$ cat config.mk
export PLATFORM = sky130hd
export DESIGN_NAME = fft_bfly_r2
export DESIGN_NICKNAME = d
export VERILOG_FILES = /design/src/rtl/fft_bfly_r2.sv
export SDC_FILE = /design/constraint.sdc
export NUM_CORES = 1
export LEC_CHECK = 0
export CORE_MARGIN = 5
export CORE_UTILIZATION = 35
export CTS_BUF_LIST = sky130_fd_sc_hd__clkbuf_16
export DETAILED_ROUTE_END_ITERATION = 10
export PLACE_DENSITY = 0.51
export SKIP_CTS_REPAIR_TIMING = 1
export SYNTH_ARGS = -nofsm -noshare
export SYNTH_HDL_FRONTEND = slang
export SYNTH_SLANG_ARGS = --single-unit
$ cat constraint.sdc
create_clock -name clock -period 13.62 [get_ports clock]
set_clock_uncertainty 0.05 [all_clocks]
set_input_delay 1.362 -clock clock [delete_from_list [all_inputs] [get_ports clock]]
set_output_delay 1.362 -clock clock [all_outputs]
set_load 0.05 [all_outputs]
$ cat src/rtl/fft_bfly_r2.sv
// Radix-2 butterfly back end: aligns A with an external W*B product, rounds the
// product to Q1.17 and forms A+WB / A-WB with optional /2 scaling and saturation.
module fft_bfly_r2 #(
    parameter int MUL_LAT = 6,
    parameter int SCALE   = 1
) (
    input  logic        clock,
    input  logic        reset,
    input  logic        in_valid,
    input  logic [17:0] a_real,
    input  logic [17:0] a_imag,
    input  logic [35:0] prod_real,
    input  logic [35:0] prod_imag,
    input  logic        clr_ovf,
    output logic        out_valid,
    output logic [17:0] x0_real,
    output logic [17:0] x0_imag,
    output logic [17:0] x1_real,
    output logic [17:0] x1_imag,
    output logic        ovf
);

    logic [17:0]        aReDly_q [MUL_LAT];
    logic [17:0]        aImDly_q [MUL_LAT];
    logic               vldDly_q [MUL_LAT];

    logic signed [18:0] pRe_d, pIm_d, pRe_q, pIm_q;
    logic [17:0]        rARe_q, rAIm_q;
    logic               rVld_q;

    logic signed [19:0] sumRe, sumIm, difRe, difIm;
    logic [18:0]        x0ReSat, x0ImSat, x1ReSat, x1ImSat;
    logic [17:0]        x0Re_d, x0Im_d, x1Re_d, x1Im_d;
    logic [17:0]        x0Re_q, x0Im_q, x1Re_q, x1Im_q;
    logic               anySat;
    logic               outVld_q;
    logic               ovf_d, ovf_q;

    // Returns {saturated, clamped Q1.17 value}; scaling rounds half up before clamping.
    function automatic logic [18:0] scaleSat(input logic signed [19:0] v);
        logic signed [19:0] t;
        t = (SCALE != 0) ? ((v + 20'sd1) >>> 1) : v;
        if (t > 20'sd131071)
            return {1'b1, 18'h1FFFF};
        else if (t < -20'sd131072)
            return {1'b1, 18'h20000};
        else
            return {1'b0, t[17:0]};
    endfunction

    always_ff @(posedge clock or posedge reset) begin
        if (reset) begin
            for (int i = 0; i < MUL_LAT; i++) begin
                aReDly_q[i] <= '0;
                aImDly_q[i] <= '0;
                vldDly_q[i] <= 1'b0;
            end
        end else begin
            aReDly_q[0] <= a_real;
            aImDly_q[0] <= a_imag;
            vldDly_q[0] <= in_valid;
            for (int i = 1; i < MUL_LAT; i++) begin
                aReDly_q[i] <= aReDly_q[i-1];
                aImDly_q[i] <= aImDly_q[i-1];
                vldDly_q[i] <= vldDly_q[i-1];
            end
        end
    end

    // The 36-bit wrap of the rounding add cannot disturb the kept bits [35:17].
    always_comb begin
        pRe_d = 19'(($signed(prod_real) + 36'sd65536) >>> 17);
        pIm_d = 19'(($signed(prod_imag) + 36'sd65536) >>> 17);
    end

    always_ff @(posedge clock or posedge reset) begin
        if (reset) begin
            pRe_q  <= '0;
            pIm_q  <= '0;
            rARe_q <= '0;
            rAIm_q <= '0;
            rVld_q <= 1'b0;
        end else begin
            pRe_q  <= pRe_d;
            pIm_q  <= pIm_d;
            rARe_q <= aReDly_q[MUL_LAT-1];
            rAIm_q <= aImDly_q[MUL_LAT-1];
            rVld_q <= vldDly_q[MUL_LAT-1];
        end
    end

    always_comb begin
        sumRe   = 20'($signed(rARe_q)) + 20'(pRe_q);
        sumIm   = 20'($signed(rAIm_q)) + 20'(pIm_q);
        difRe   = 20'($signed(rARe_q)) - 20'(pRe_q);
        difIm   = 20'($signed(rAIm_q)) - 20'(pIm_q);
        x0ReSat = scaleSat(sumRe);
        x0ImSat = scaleSat(sumIm);
        x1ReSat = scaleSat(difRe);
        x1ImSat = scaleSat(difIm);
        x0Re_d  = x0ReSat[17:0];
        x0Im_d  = x0ImSat[17:0];
        x1Re_d  = x1ReSat[17:0];
        x1Im_d  = x1ImSat[17:0];
        anySat  = x0ReSat[18] | x0ImSat[18] | x1ReSat[18] | x1ImSat[18];
    end

    // Saturation only counts on valid beats, and a new saturation beats a clear.
    always_comb begin
        ovf_d = ovf_q;
        if (rVld_q && anySat)
            ovf_d = 1'b1;
        else if (clr_ovf)
            ovf_d = 1'b0;
    end

    always_ff @(posedge clock or posedge reset) begin
        if (reset) begin
            x0Re_q   <= '0;
            x0Im_q   <= '0;
            x1Re_q   <= '0;
            x1Im_q   <= '0;
            outVld_q <= 1'b0;
            ovf_q    <= 1'b0;
        end else begin
            outVld_q <= rVld_q;
            ovf_q    <= ovf_d;
            if (rVld_q) begin
                x0Re_q <= x0Re_d;
                x0Im_q <= x0Im_d;
                x1Re_q <= x1Re_d;
                x1Im_q <= x1Im_d;
            end
        end
    end

    assign out_valid = outVld_q;
    assign x0_real   = x0Re_q;
    assign x0_imag   = x0Im_q;
    assign x1_real   = x1Re_q;
    assign x1_imag   = x1Im_q;
    assign ovf       = ovf_q;

endmodule

==> impl_metrics.env <==
export IMPL_path_clk_slew_ns=0.06
export IMPL_status="complete, no violations"
export IMPL_gp_congestion=0.8004
export IMPL_grt_pass1_wl_um=53020
export IMPL_portBuffers=153
export IMPL_rsz0062_at_grt="false"
export IMPL_die_area_sq_mm=0.04874
export IMPL_initialDrtViolationCount=544
export IMPL_clock_sinks=371
export IMPL_crit_path_max_incr_delay_ns=0.61
export IMPL_dpl_hpwl_um=23560
export IMPL_critical_path_class="register to register"
export IMPL_die_x_um=220.8
export IMPL_use_met2_pct=19.54
export IMPL_arrival_ns=4.57
export IMPL_synth_nets=1518
export IMPL_start_kind="register"
export IMPL_ys_flop_type="dfrtp_1"
export IMPL_grt_start_max_net_pins=169
export IMPL_core_area_sq_mm=0.04412
export IMPL_area_growth_pct=21.76
export IMPL_worst_path_most_repeated_cell="inv_1"
export IMPL_p_sw_share_pct=32.29
export IMPL_cts_tree="built"
export IMPL_netlist_area_sq_mm=0.01555
export IMPL_core_rowCount=77
export IMPL_whs_ns=0.2822
export IMPL_grt_pass1_vias=9850
export IMPL_peakVddDrop_uv=142.3
export IMPL_grtUsageMet1_pct=20.39
export IMPL_synth_area_leaders="dfrtp_1, ha_1, xnor2_1, inv_1, o211ai_1"
export IMPL_wl_per_cell_um=15.50
export IMPL_slew_headroom_pct=33.01
export IMPL_ys_ff_latch=371
export IMPL_critPathMaxFanout=15
export IMPL_grt_busiest_layer="met1"
export IMPL_vias=9518
export IMPL_finalSetupViolCount=0
export IMPL_clk_latency_ns=0.54
export IMPL_viasPerCell=4.563
export IMPL_path_cells="inv_1, ha_1, inv_1, ha_1, inv_1, fa_1, nand2b_1, a21oi_1, o311a_1, o21bai_1, a2111oi_0, nor3b_2, nor2_2, o211ai_1, o21ai_1"
export IMPL_fill_cells=4236
export IMPL_met3_usage_pct=2.901
export IMPL_finalCriticalPeriod_ns=4.160
export IMPL_drtPass1Iterations=5
export IMPL_grt_ovfl_total=0
export IMPL_syn_avg_cell_area_sq_um=12.03
export IMPL_power_switching_uw=972.4
export IMPL_final_common_cell="dfrtp_1"
export IMPL_crit_path_top_delay_cell="nor2_2"
export IMPL_initial_core_util_pct=35.24
export IMPL_ant_nets=0
export IMPL_comb_power_share_pct=25.5
export IMPL_synthArstFlopShare_pct=100.0
export IMPL_synth_top_area_share_pct=59.71
export IMPL_pwr_share_seq_pct=42.0
export IMPL_crit_required_ns=14.03
export IMPL_antenna_found_initial=4
export IMPL_p_per_area_mw_per_mm2=159.1
export IMPL_yosysWarnings=0
export IMPL_synth_edf_count=0
export IMPL_wirelength_um=32340
export IMPL_grt_total_usage_pct=13.66
export IMPL_pwr_share_clk_pct=32.5
export IMPL_tightest_slew_ns=1.002
export IMPL_num_nets_final=1689
export IMPL_maxCapViolations=0
export IMPL_end_kind="register"
export IMPL_synth_cells=1292
export IMPL_finalHoldViolations=0
export IMPL_tns_ns=0
export IMPL_ios=186
export IMPL_clk_path_buf_depth=3
export IMPL_p_leak_nw=8.544
export IMPL_drive_gt1_share_pct=6.309
export IMPL_fmax_mhz=240.4
export IMPL_synth_top_area_cell="dfrtp_1"
export IMPL_root_buffer="clkbuf_16"
export IMPL_slew_viol_final=0
export IMPL_rrSetupSlack_ns=9.46
export IMPL_min_path_type="register to register"
export IMPL_drc_errors=0
export IMPL_fin_crit_sh_pct=30.55
export IMPL_htreeDepth=2
export IMPL_layout_common_cells="dfrtp_1, clkdlybuf4s50_1, inv_1, ha_1, nor2_1"
export IMPL_synth_cell_types=78
export IMPL_ys_seq_area_share_pct=59.71
export IMPL_intPower_mw=2.039
export IMPL_chipHeight_um=220.8
export IMPL_cts_buffers=40
[cells by family (layout without fill, tap and decap cells)]
kind of cell / after synthesis / count (layout) / synth area share, %
adders and majority gates: 114 / 114 / 9.367
DFF: 371 / 371 / 59.71
buffers and inverters: 166 / 364 / 4.273
muxes: 4 / 4 / 0.2736
xor gates and xnor gates: 92 / 92 / 5.391
other: 0 / 4 / 0
and+or+nand+nor: 253 / 253 / 8.160
AOI/OAI and AO/OA: 292 / 292 / 12.83
[power by group through the flow]
| stage | logic [mW] | registers [mW] | clock network, mW |
|---|---|---|---|
| 4_1_cts | 0.775 | 1.27 | 1.03 |
| 5_1_grt | 0.832 | 1.28 | 1.07 |
| 2_1_floorplan | 0.323 | 1.48 | 0 |
| 3_5_place_dp | 0.772 | 1.29 | 0 |
| 6_report | 0.768 | 1.26 | 0.980 |
| 3_3_place_gp | 0.768 | 1.28 | 0 |
[worst paths after layout]
kind,end,cells past startpoint,start
max,x1_real[10]$_DFFE_PP0P_,15,rARe_q[1]$_DFF_PP0_
min,aImDly_q[12]$_DFF_PP0_,0,aImDly_q[30]$_DFF_PP0_
max reg2reg,x1_real[10]$_DFFE_PP0P_,15,rARe_q[1]$_DFF_PP0_
min reg2reg,aImDly_q[12]$_DFF_PP0_,0,aImDly_q[30]$_DFF_PP0_
max in group asynchronous,pRe_q[3]$_DFF_PP0_,3,reset
min in group asynchronous,aReDly_q[72]$_DFF_PP0_,2,reset
[synthesized netlist by cell type, drive strengths merged, types with 16 or more instances]
master / number
o22ai: 24
o21ai: 68
ha: 110
xor2: 30
a21o: 16
inv: 138
o211ai: 44
clkbuf: 16
nand2: 45
xnor2: 61
nor2: 81
dfrtp: 371
nor2b: 18
nand3: 28
a21oi: 58
[stage by stage]
step	worst slack, ns	area (sq um)	cells	total power [mW]	utilization, %
2_1_floorplan	1.906	15550	1292	1.802	-
3_3_place_gp	9.609	17730	2013	2.052	40.18
3_5_place_dp	9.472	17730	2013	2.059	40.18
4_1_cts	9.470	18920	2082	3.073	42.88
5_1_grt	9.049	18930	2085	3.180	42.90
6_report	9.460	18930	2086	3.011	42.91
[flip-flops by register name, indices dropped and copies added (netlist names), 6 cells and up]
name,flops
vldDly_q,6
x0_real,18
x1_real,18
rARe_q,18
pRe_q,19
rAIm_q,18
aImDly_q,108
pIm_q,19
x0_imag,18
x1_imag,18
aReDly_q,108
[cell type report]
cell class / count / area, sq um / share of cell area, %
inverter: 138 / 525.5 / 2.776
clock inverter: 29 / 192.7 / 1.018
timing repair buffer: 157 / 1574 / 8.314
antenna: 4 / 10.01 / 0.05287
sequential: 371 / 9288 / 49.06
multi-input combinational: 755 / 5600 / 29.58
clock buffer: 40 / 1001 / 5.287
tap: 592 / 740.7 / 3.912
[worst max-delay path, delay by kind of cell, from the launching register on]
family,cells,cell delay (ns)
and+or+nand+nor,3,1.01
adders and majority gates,3,0.82
AOI/OAI and AO/OA,6,1.58
buffers and inverters,3,0.23
DFF,1,0.39
[layer usage]
metal,vias up,wire (um)
li1,4744,-
met1,4538,16000
met3,53,1495
met2,181,13990
met5,-,13
met4,2,841
No activity file was read; power rests on OpenSTA's default activity.
